[src/rtl/knight_rider_scanner.sv]
`default_nettype none
// ============================================================================
// Module      : knight_rider_scanner
// Description : Edge-detects a slow timing bit and bounces a single lit LED
//               back and forth across an LED bank (Knight Rider scanner).
//               Position counter, direction FSM and registered LED driver.
// Revision    : 1.0 - initial release
// ----------------------------------------------------------------------------
// Parameters:
//   LED_WIDTH   number of LEDs driven (2..32)
// Ports:
//   aclk        in   system clock
//   aresetn     in   reset, asynchronous assert, active-low
//   tick_in     in   slow timing bit, synchronous to aclk; each rise = 1 step
//   enable      in   level; low forces idle, high runs the scan
//   led         out  LED drive, registered
//   dir         out  0 = moving towards MSB, 1 = moving towards LSB
//   pos         out  current lit index, zero-extended to 5 bits
//   step        out  one-cycle pulse with each new led value
//   sweep_done  out  one-cycle pulse on the bounce at index 0
// Configuration:
//   KNIGHT_RIDER_TRAIL_EN  when defined, the previous position stays lit as a
//                          trail next to the current one.
// ============================================================================
module knight_rider_scanner #(
  parameter int LED_WIDTH = 8
) (
  input  logic                 aclk,
  input  logic                 aresetn,
  input  logic                 tick_in,
  input  logic                 enable,
  output logic [LED_WIDTH-1:0] led,
  output logic                 dir,
  output logic [4:0]           pos,
  output logic                 step,
  output logic                 sweep_done
);

  localparam logic [4:0] POS_MAX = 5'(LED_WIDTH - 1);

  typedef enum logic [1:0] {
    IDLE      = 2'd0,
    SCAN_UP   = 2'd1,
    SCAN_DOWN = 2'd2
  } state_t;

  state_t state;
  state_t next_state;
  logic   tick_q;
  logic   tick_edge;
  logic [4:0]           next_pos;
  logic                 next_step;
  logic                 next_sweep;
  logic [LED_WIDTH-1:0] next_led;
`ifdef KNIGHT_RIDER_TRAIL_EN
  logic [4:0]           prev_pos;
  logic [4:0]           next_prev;
`endif

  assign tick_edge = tick_in & ~tick_q;

  function automatic logic [LED_WIDTH-1:0] one_hot(input logic [4:0] idx);
    one_hot = {{(LED_WIDTH-1){1'b0}}, 1'b1} << idx;
  endfunction

  // Next-state / next-position decode. The enable level is checked before
  // the tick edge, so enable transitions always win over a coincident edge.
  always_comb begin
    next_state = state;
    next_pos   = pos;
    next_step  = 1'b0;
    next_sweep = 1'b0;
`ifdef KNIGHT_RIDER_TRAIL_EN
    next_prev  = prev_pos;
`endif
    if (!enable) begin
      next_state = IDLE;
      next_pos   = 5'd0;
`ifdef KNIGHT_RIDER_TRAIL_EN
      next_prev  = 5'd0;
`endif
    end else begin
      case (state)
        IDLE: begin
          // Entering the scan discards any edge seen this cycle.
          next_state = SCAN_UP;
          next_pos   = 5'd0;
`ifdef KNIGHT_RIDER_TRAIL_EN
          next_prev  = 5'd0;
`endif
        end
        SCAN_UP: begin
          if (tick_edge) begin
            next_step = 1'b1;
`ifdef KNIGHT_RIDER_TRAIL_EN
            next_prev = pos;
`endif
            if (pos == POS_MAX) begin
              // Bounce without dwelling on the top LED.
              next_state = SCAN_DOWN;
              next_pos   = POS_MAX - 5'd1;
            end else begin
              next_pos   = pos + 5'd1;
            end
          end
        end
        SCAN_DOWN: begin
          if (tick_edge) begin
            next_step = 1'b1;
`ifdef KNIGHT_RIDER_TRAIL_EN
            next_prev = pos;
`endif
            if (pos == 5'd0) begin
              // Bounce at the bottom closes one full round trip.
              next_state = SCAN_UP;
              next_pos   = 5'd1;
              next_sweep = 1'b1;
            end else begin
              next_pos   = pos - 5'd1;
            end
          end
        end
        default: begin
          next_state = IDLE;
          next_pos   = 5'd0;
        end
      endcase
    end

    if (next_state == IDLE) begin
      next_led = '0;
    end else begin
`ifdef KNIGHT_RIDER_TRAIL_EN
      next_led = one_hot(next_pos) | one_hot(next_prev);
`else
      next_led = one_hot(next_pos);
`endif
    end
  end

  // All outputs are registered alongside the state so they change together.
  always_ff @(posedge aclk or negedge aresetn) begin
    if (!aresetn) begin
      state      <= IDLE;
      tick_q     <= 1'b0;
      pos        <= 5'd0;
      dir        <= 1'b0;
      led        <= '0;
      step       <= 1'b0;
      sweep_done <= 1'b0;
`ifdef KNIGHT_RIDER_TRAIL_EN
      prev_pos   <= 5'd0;
`endif
    end else begin
      tick_q     <= tick_in;
      state      <= next_state;
      pos        <= next_pos;
      dir        <= (next_state == SCAN_DOWN);
      led        <= next_led;
      step       <= next_step;
      sweep_done <= next_sweep;
`ifdef KNIGHT_RIDER_TRAIL_EN
      prev_pos   <= next_prev;
`endif
    end
  end

endmodule
`default_nettype wire
[config.mk]
export PLATFORM = sky130hd
export DESIGN_NAME = knight_rider_scanner
export DESIGN_NICKNAME = d
export VERILOG_FILES = /design/src/rtl/knight_rider_scanner.sv
export SDC_FILE = /design/constraint.sdc
export NUM_CORES = 1
export LEC_CHECK = 0
export CAP_MARGIN = 20
export CORE_AREA = 2 2 48 50
export DETAILED_ROUTE_END_ITERATION = 16
export DIE_AREA = 0 0 50 52
export DONT_BUFFER_PORTS = 1
export PLACE_DENSITY = 0.7
export RECOVER_POWER = 100
export SYNTH_ARGS = -nofsm -noshare
export SYNTH_HDL_FRONTEND = slang
export SYNTH_SLANG_ARGS = --single-unit
[constraint.sdc]
create_clock -name aclk -period 2.06 [get_ports aclk]
set_clock_uncertainty 0.15 [all_clocks]
set_input_delay 0.206 -clock aclk [delete_from_list [all_inputs] [get_ports aclk]]
set_output_delay 0.206 -clock aclk [all_outputs]
set_load 0.005 [all_outputs]
==> results of run 1 <==
==> worst paths after layout <==
check,startpoint,to,depth (start not counted)
max in group asynchronous,aresetn,pos[2],1
setup reg to reg,pos[0],led[4],9
setup / recovery,pos[0],led[4],9
hold reg to reg,pos[4],sweep_done,3
min in group asynchronous,aresetn,state[0],1
hold / removal,enable,state[1],2
==> state kept, by name, summed over array words and instances (netlist names) <==
register and count:
dir 1, led 8, pos 5, state 2, step 1, sweep_done 1, tick_q 1
==> cell families (layout without fill, tap and decap cells) <==
logic type,count (synthesis),count (layout),share of synthesized area [%]
buffers and inverters,11,53,4.60
xor gates and xnor gates,1,1,0.827
adders and majority gates,6,6,7.08
AOI/OAI and AO/OA,28,28,21.3
and+or+nand+nor,37,37,21.4
DFF,19,19,44.9
==> layout by cell type, fill, tap and decap left out, types with 3 or more instances in the layout <==
master and count:
nor4_2 3, a21o_1 3, nor2b_1 3, o21ai_0 3, nor3_1 3, nor3_2 3, dfrtp_1 18, clkbuf_4 3
dlygate4sd3_1 3, inv_1 7, nand3b_1 3, nor2_1 4, buf_6 3, nand2_1 6, buf_4 34, ha_1 4
==> cell type report <==
| type | count | area (um2) | share of cell area, % |
|---|---|---|---|
| repair buffers | 41 | 323 | 20.9 |
| clock buffers | 3 | 22.5 | 1.46 |
| multi-input cells | 72 | 652 | 42.2 |
| clock inverters | 1 | 5.00 | 0.324 |
| well taps | 28 | 35.0 | 2.27 |
| flip-flops and latches | 19 | 477 | 30.9 |
| inverters | 8 | 30.0 | 1.94 |
==> power by group <==
part | switching, mW | internal (mW)
clock network | 0.109 | 0.0724
logic | 0.0597 | 0.0500
registers | 0.00451 | 0.378
total | 0.173 | 0.501
==> worst max-delay path, cell delays in order, from the launching register on <==
cell and delay, ns:
dfrtp_1 0.42, inv_2 0.09, ha_4 0.14, or4b_4 0.52, o21ai_2 0.16, buf_6 0.13
a21o_1 0.14, nand4b_1 0.19, buf_4 0.22, nor4_2 0.13
==> timing repair <==
item / in CTS / in global routing
gates cloned: 0 / 0
pin swaps: 12 / 4
setup endpoints to repair: 9 / 14
resized for setup: 16 / 8
setup buffers: 10 / 2
hold buffers: 2 / 1
endpoints found under the hold margin: 21 / 1
==> metal layers <==
layer	wire length [um]	vias to the layer above
met4	138	0
met3	225	16
met1	1150	495
met5	0	-
met2	1530	63
li1	-	469
==> metrics by stage <==
stage / power [mW] / util (%) / cells / setup slack [ns]
6_report: 0.674 / 73.3 / 172 / -0.313
5_1_grt: 0.699 / 73.3 / 172 / -0.388
4_1_cts: 0.673 / 71.1 / 170 / -0.216
3_5_place_dp: 0.469 / 61.3 / 154 / -0.289
3_3_place_gp: 0.466 / 61.3 / 154 / -0.172
2_1_floorplan: 0.434 / - / 102 / -0.0798
==> results.md, run 1 <==
* Post-synth EDFFs at 0
* Final Hold Fails at 0
* CP max FO at 4
* Main flop type after synthesis: dfrtp_1
* First-pass GRT wire length at 4.69 mm
* CTS sink count at 19
* Die X at 50 um
* Initial drt markers at 25
* Rows at 17
* Vias post-DR at 1043
* M1 GR Usage at 28.1%
* Skew-Pair Late Insertion Delay at 0.30 ns
* Num CTS Buffers at 3
* Cells after synthesis at 102
* Area Growth Syn to Fin at 45.7%
* Core area at 2110 um2
* Nets at 155
* FMAX at 0.421 GHz
* Global placement routability congestion at 0.887
* Design area at 1540 um2
* Async SR Flop Fraction at 100%
* WL/cell at 17.7 um
* Outcome: finished, violations left
* Synth cell types at 40
* CTS tree: done
* Port-buffer cells at 0
* Worst reg-to-reg setup slack at -0.31 ns
* Fin crit share at 115%
* Leading area contributor after synthesis: dfrtp_1
* # DRC at 0
* Via-per-instance ratio at 6.06
* Synthesized flop and latch total at 19
* Seq/Total Area, Yosys at 44.9%
* Detailed placement HPWL at 1.95 mm
* Highest ir drop seen on vdd at 0.000568 V
* DIE HEIGHT at 52 um
* Initial Utilization at 50.3%
* Setup Viol. Count Final at 10
* Worst Setup Start Kind: flop
* Syn nets at 112
* GRT Overall Usage at 24.5%
* Pins Over Slew Limit at 0
* GR Layer Usage met3 at 6.61%
* Area contributors post-synth: dfrtp_1, ha_1, inv_1
* Final WL at 3.04 mm
* Mean Syn Cell Area at 10.4 um2
* Final worst setup slack at -0.313 ns
* Placed inst area at 1290 um2
* Slew headroom at 46.6%
* Max-Cap Viols at 0
* I/O pin cnt at 20
* Count leader, synth: dfrtp_1
* Tightest Pin Transition at 0.798 ns
* Ys Warns at 0
* Hold_ws at 0.0683 ns
* LEAKAGE at 0.659 nW
* Worst Path Required at 2.12 ns
* Pin count of the biggest net entering global routing at 20
* WS Path Type: flop to flop
* Clock slew at reported path FFs at 0.10 ns
* Failing checks: setup timing
* Antenna cells at 0
* Final setup TNS at -2.25 ns
* Clk Tree Root Cell: clkbuf_4
* Top-area cell type share of the netlist area at 44.9%
* Layout cell share with drive strength beyond 1 at 44.4%
* Vias in the first global route at 993
* Tmin final at 2.37 ns
* RSZ-0062 raised after global routing: true
* Met2 global-route usage at 44.3%
* Filler instances at 140
* Die area at 2600 um2
* Initial antenna violation count at 0
* First-pass DRT Iterations at 4
* GR peak layer: met2
* Pwr Density at 436 nW/um2
* Critical Path AT at 2.43 ns
* Min-delay worst type: input port to flop
* ANT nets after route at 0
* Synth cell count leaders: dfrtp_1, inv_1, ha_1, nand2_1, nor3_1
* Worst setup EP type: flop
* CTS H-Tree Depth at 1
* Clock Path Buffers at 2
* GRT overflow at 0
* Synthesized area at 1060 um2
Note: power is estimated with default switching activity, not from simulation.
==> run 2: changes to the inputs <==
--- a/config.mk
+++ b/config.mk
@@ -6,4 +6,5 @@
 export NUM_CORES = 1
 export LEC_CHECK = 0
+export ABC_CLOCK_PERIOD_IN_PS = 2060
 export CAP_MARGIN = 20
 export CORE_AREA = 2 2 48 50
--- a/constraint.sdc
+++ b/constraint.sdc
@@ -3,3 +3,3 @@
 set_input_delay 0.206 -clock aclk [delete_from_list [all_inputs] [get_ports aclk]]
 set_output_delay 0.206 -clock aclk [all_outputs]
-set_load 0.005 [all_outputs]
+set_load 0.05 [all_outputs]
==> results.md, run 2 (synthesized netlist as in run 1, its figures left out) <==
* Hold path start: enable (unchanged)
* GR Layer Usage met3 at 4.02% (was 6.61%)
* Detailed placement HPWL at 2.01 mm (was 1.95 mm)
* Via-per-instance ratio at 5.83 (was 6.06)
* Final WL at 2.86 mm (was 3.04 mm)
* Number of flip-flops under the largest register name at 8 (unchanged)
* Worst r2r dst: led[5] (was led[4])
* Pins Over Slew Limit at 0 (unchanged)
* Multi-input logic area at 637 um2 (was 652 um2)
* Critical Path AT at 2.45 ns (was 2.43 ns)
* Largest Register: led (unchanged)
* Outcome: finished, violations left (unchanged)
* Tightest Pin Transition at 0.832 ns (was 0.798 ns)
* Pwr Density at 454 nW/um2 (was 436 nW/um2)
* Placed inst area at 1290 um2 (about the same)
* RSZ-0062 raised after global routing: true (unchanged)
* Vias in the first global route at 950 (was 993)
* Port-buffer cells at 0 (unchanged)
* Max stage delay cell, worst path: or4b_4 (unchanged)
* Worst Path Required at 2.13 ns (was 2.12 ns)
* Skew-Pair Late Insertion Delay at 0.30 ns (about the same)
* I/O pin cnt at 20 (unchanged)
* Die area at 2600 um2 (unchanged)
* Most common library cell in the layout ignoring fill and taps: buf_4 (unchanged)
* Slew headroom at 44.4% (was 46.6%)
* Worst setup EP type: flop (unchanged)
* Most frequent cells in the layout: buf_4, dfrtp_1, inv_1, nand2_1, ha_1 (was buf_4, dfrtp_1, inv_1)
* Clock Path Buffers at 2 (unchanged)
* Failing checks: setup timing (unchanged)
* Nets at 152 (was 155)
* Final setup TNS at -2.32 ns (was -2.25 ns)
* WL/cell at 16.9 um (was 17.7 um)
* CP max stage delay at 0.50 ns (was 0.52 ns)
* # DRC at 0 (unchanged)
* Hold Path Depth at 2 (unchanged)
* CTS sink count at 19 (unchanged)
* CTS H-Tree Depth at 1 (unchanged)
* Area Growth Syn to Fin at 42.0% (was 45.7%)
* Initial antenna violation count at 0 (unchanged)
* First-pass DRT Iterations at 5 (was 4)
* Highest ir drop seen on vdd at 0.000319 V (was 0.000568 V)
* Pin count of the biggest net entering global routing at 20 (unchanged)
* Rows at 17 (unchanged)
* CTS tree: done (unchanged)
* Filler instances at 144 (was 140)
* Die X at 50 um (unchanged)
* Global placement routability congestion at 0.902 (was 0.887)
* Worst-path cell chain: inv_2 -> ha_4 -> or4b_4 -> o21ai_2 -> buf_6 -> a21o_1 -> nand4b_1 -> buf_4 -> nor3_2 (was inv_2 -> ha_4 -> or4b_4 -> o21ai_2 -> buf_6 -> a21o_1 -> nand4b_1 -> buf_4 -> nor4_2)
* Met2 global-route usage at 38.4% (was 44.3%)
* Num CTS Buffers at 3 (unchanged)
* Setup Viol. Count Final at 12 (was 10)
* R2R Path Start: pos[0] (unchanged)
* First-pass GRT wire length at 4.20 mm (was 4.69 mm)
* Design area at 1510 um2 (was 1540 um2)
* GRT overflow at 0 (unchanged)
* GR peak layer: met2 (unchanged)
* Layout cell share with drive strength beyond 1 at 43.3% (was 44.4%)
* Worst reg-to-reg setup slack at -0.32 ns (was -0.31 ns)
* WS Path Type: flop to flop (unchanged)
* Antenna cells at 0 (unchanged)
* Core area at 2110 um2 (unchanged)
* GRT Overall Usage at 21.8% (was 24.5%)
* Max-Cap Viols at 0 (unchanged)
* Fin crit share at 116% (was 115%)
* Final Hold Fails at 0 (unchanged)
* Initial drt markers at 27 (was 25)
* Hold EP: state[1] (unchanged)
* Hold_ws at 0.0916 ns (was 0.0683 ns)
* Reg2Reg Depth at 9 (unchanged)
* CP max FO at 5 (was 4)
* DIE HEIGHT at 52 um (unchanged)
* Vias post-DR at 985 (was 1043)
* Min-delay worst type: input port to flop (unchanged)
* LEAKAGE at 0.655 nW (was 0.659 nW)
* M1 GR Usage at 26.5% (was 28.1%)
* Initial Utilization at 50.3% (unchanged)
* Sequential cell area at 479 um2 (was 477 um2)
* FMAX at 0.420 GHz (was 0.421 GHz)
* Clock slew at reported path FFs at 0.12 ns (was 0.10 ns)
* Regs by FF count: led: 8 flops, pos: 5 flops, state: 2 flops (unchanged)
* Worst Setup Start Kind: flop (unchanged)
* Final worst setup slack at -0.323 ns (was -0.313 ns)
* ANT nets after route at 0 (unchanged)
* Clk Tree Root Cell: clkbuf_4 (unchanged)
* Tmin final at 2.38 ns (was 2.37 ns)
[run 2: changes by cell type in the layout (fill, tap and decap cells not counted), sizes merged]
cell    delta
buf        -2
clkbuf     -1
[run 2: worst max path at each step]
stage | depth (start not counted) | to | startpoint | slack (ns)
3_3_place_gp | 6 | led[0] | pos[0] | -0.17
3_5_place_dp | 7 | led[5] | pos[0] | -0.22
4_1_cts | 8 | led[4] | pos[0] | -0.21
2_1_floorplan | 7 | led[0] | pos[0] | -0.24
5_1_grt | 9 | led[5] | pos[0] | -0.36
6_report | 9 | led[5] | pos[0] | -0.32
[run 2: power by group]
group	switching, mW	leakage, nW	internal [mW]
combinational	0.0565	0.382	0.0407
clock	0.122	0.0177	0.0724
sequential	0.0137	0.255	0.378
total	0.192	0.655	0.492
[run 2: metal layers]
metal | part of all wire [%] | vias to the layer above
met5 | 0 | -
met4 | 2.6 | 0
met3 | 4.9 | 10
met2 | 52 | 40
met1 | 41 | 477
li1 | - | 458
[run 2: final cells by class]
type | count | share of cell area [%]
multi-input combinational | 72 | 42.3
sequential | 19 | 31.8
timing repair buffer | 38 | 19.7
tap | 28 | 2.33
inverter | 8 | 2.00
clock buffer | 3 | 1.50
clock inverter | 1 | 0.333
[run 2: critical path: cells and delay by family (launching register included)]
kind                       cells  cell delay (ns)
and+or+nand+nor                3             0.82
DFF                            1             0.45
buffers and inverters          3             0.42
AOI/OAI and AO/OA              2             0.33
adders and majority gates      1             0.13
[run 2: metrics by stage]
step | utilization (%) | instances | power (mW) | worst slack [ns]
after floorplan | - | 102 | 0.444 | -0.239
after global placement | 61.4 | 154 | 0.472 | -0.168
after detailed placement | 61.4 | 154 | 0.474 | -0.218
after CTS | 66.1 | 163 | 0.671 | -0.211
after global routing | 71.5 | 169 | 0.710 | -0.364
final | 71.5 | 169 | 0.684 | -0.323
[run 2: timing repair]
item                                    in CTS  in global routing
buffers inserted                             3                  6
resized for setup                            6                 10
pin swaps                                    5                  6
endpoints found under the setup margin       9                 13
endpoints found under the hold margin       21                  0
gates cloned                                 0                  0
hold buffers                                 3                  0
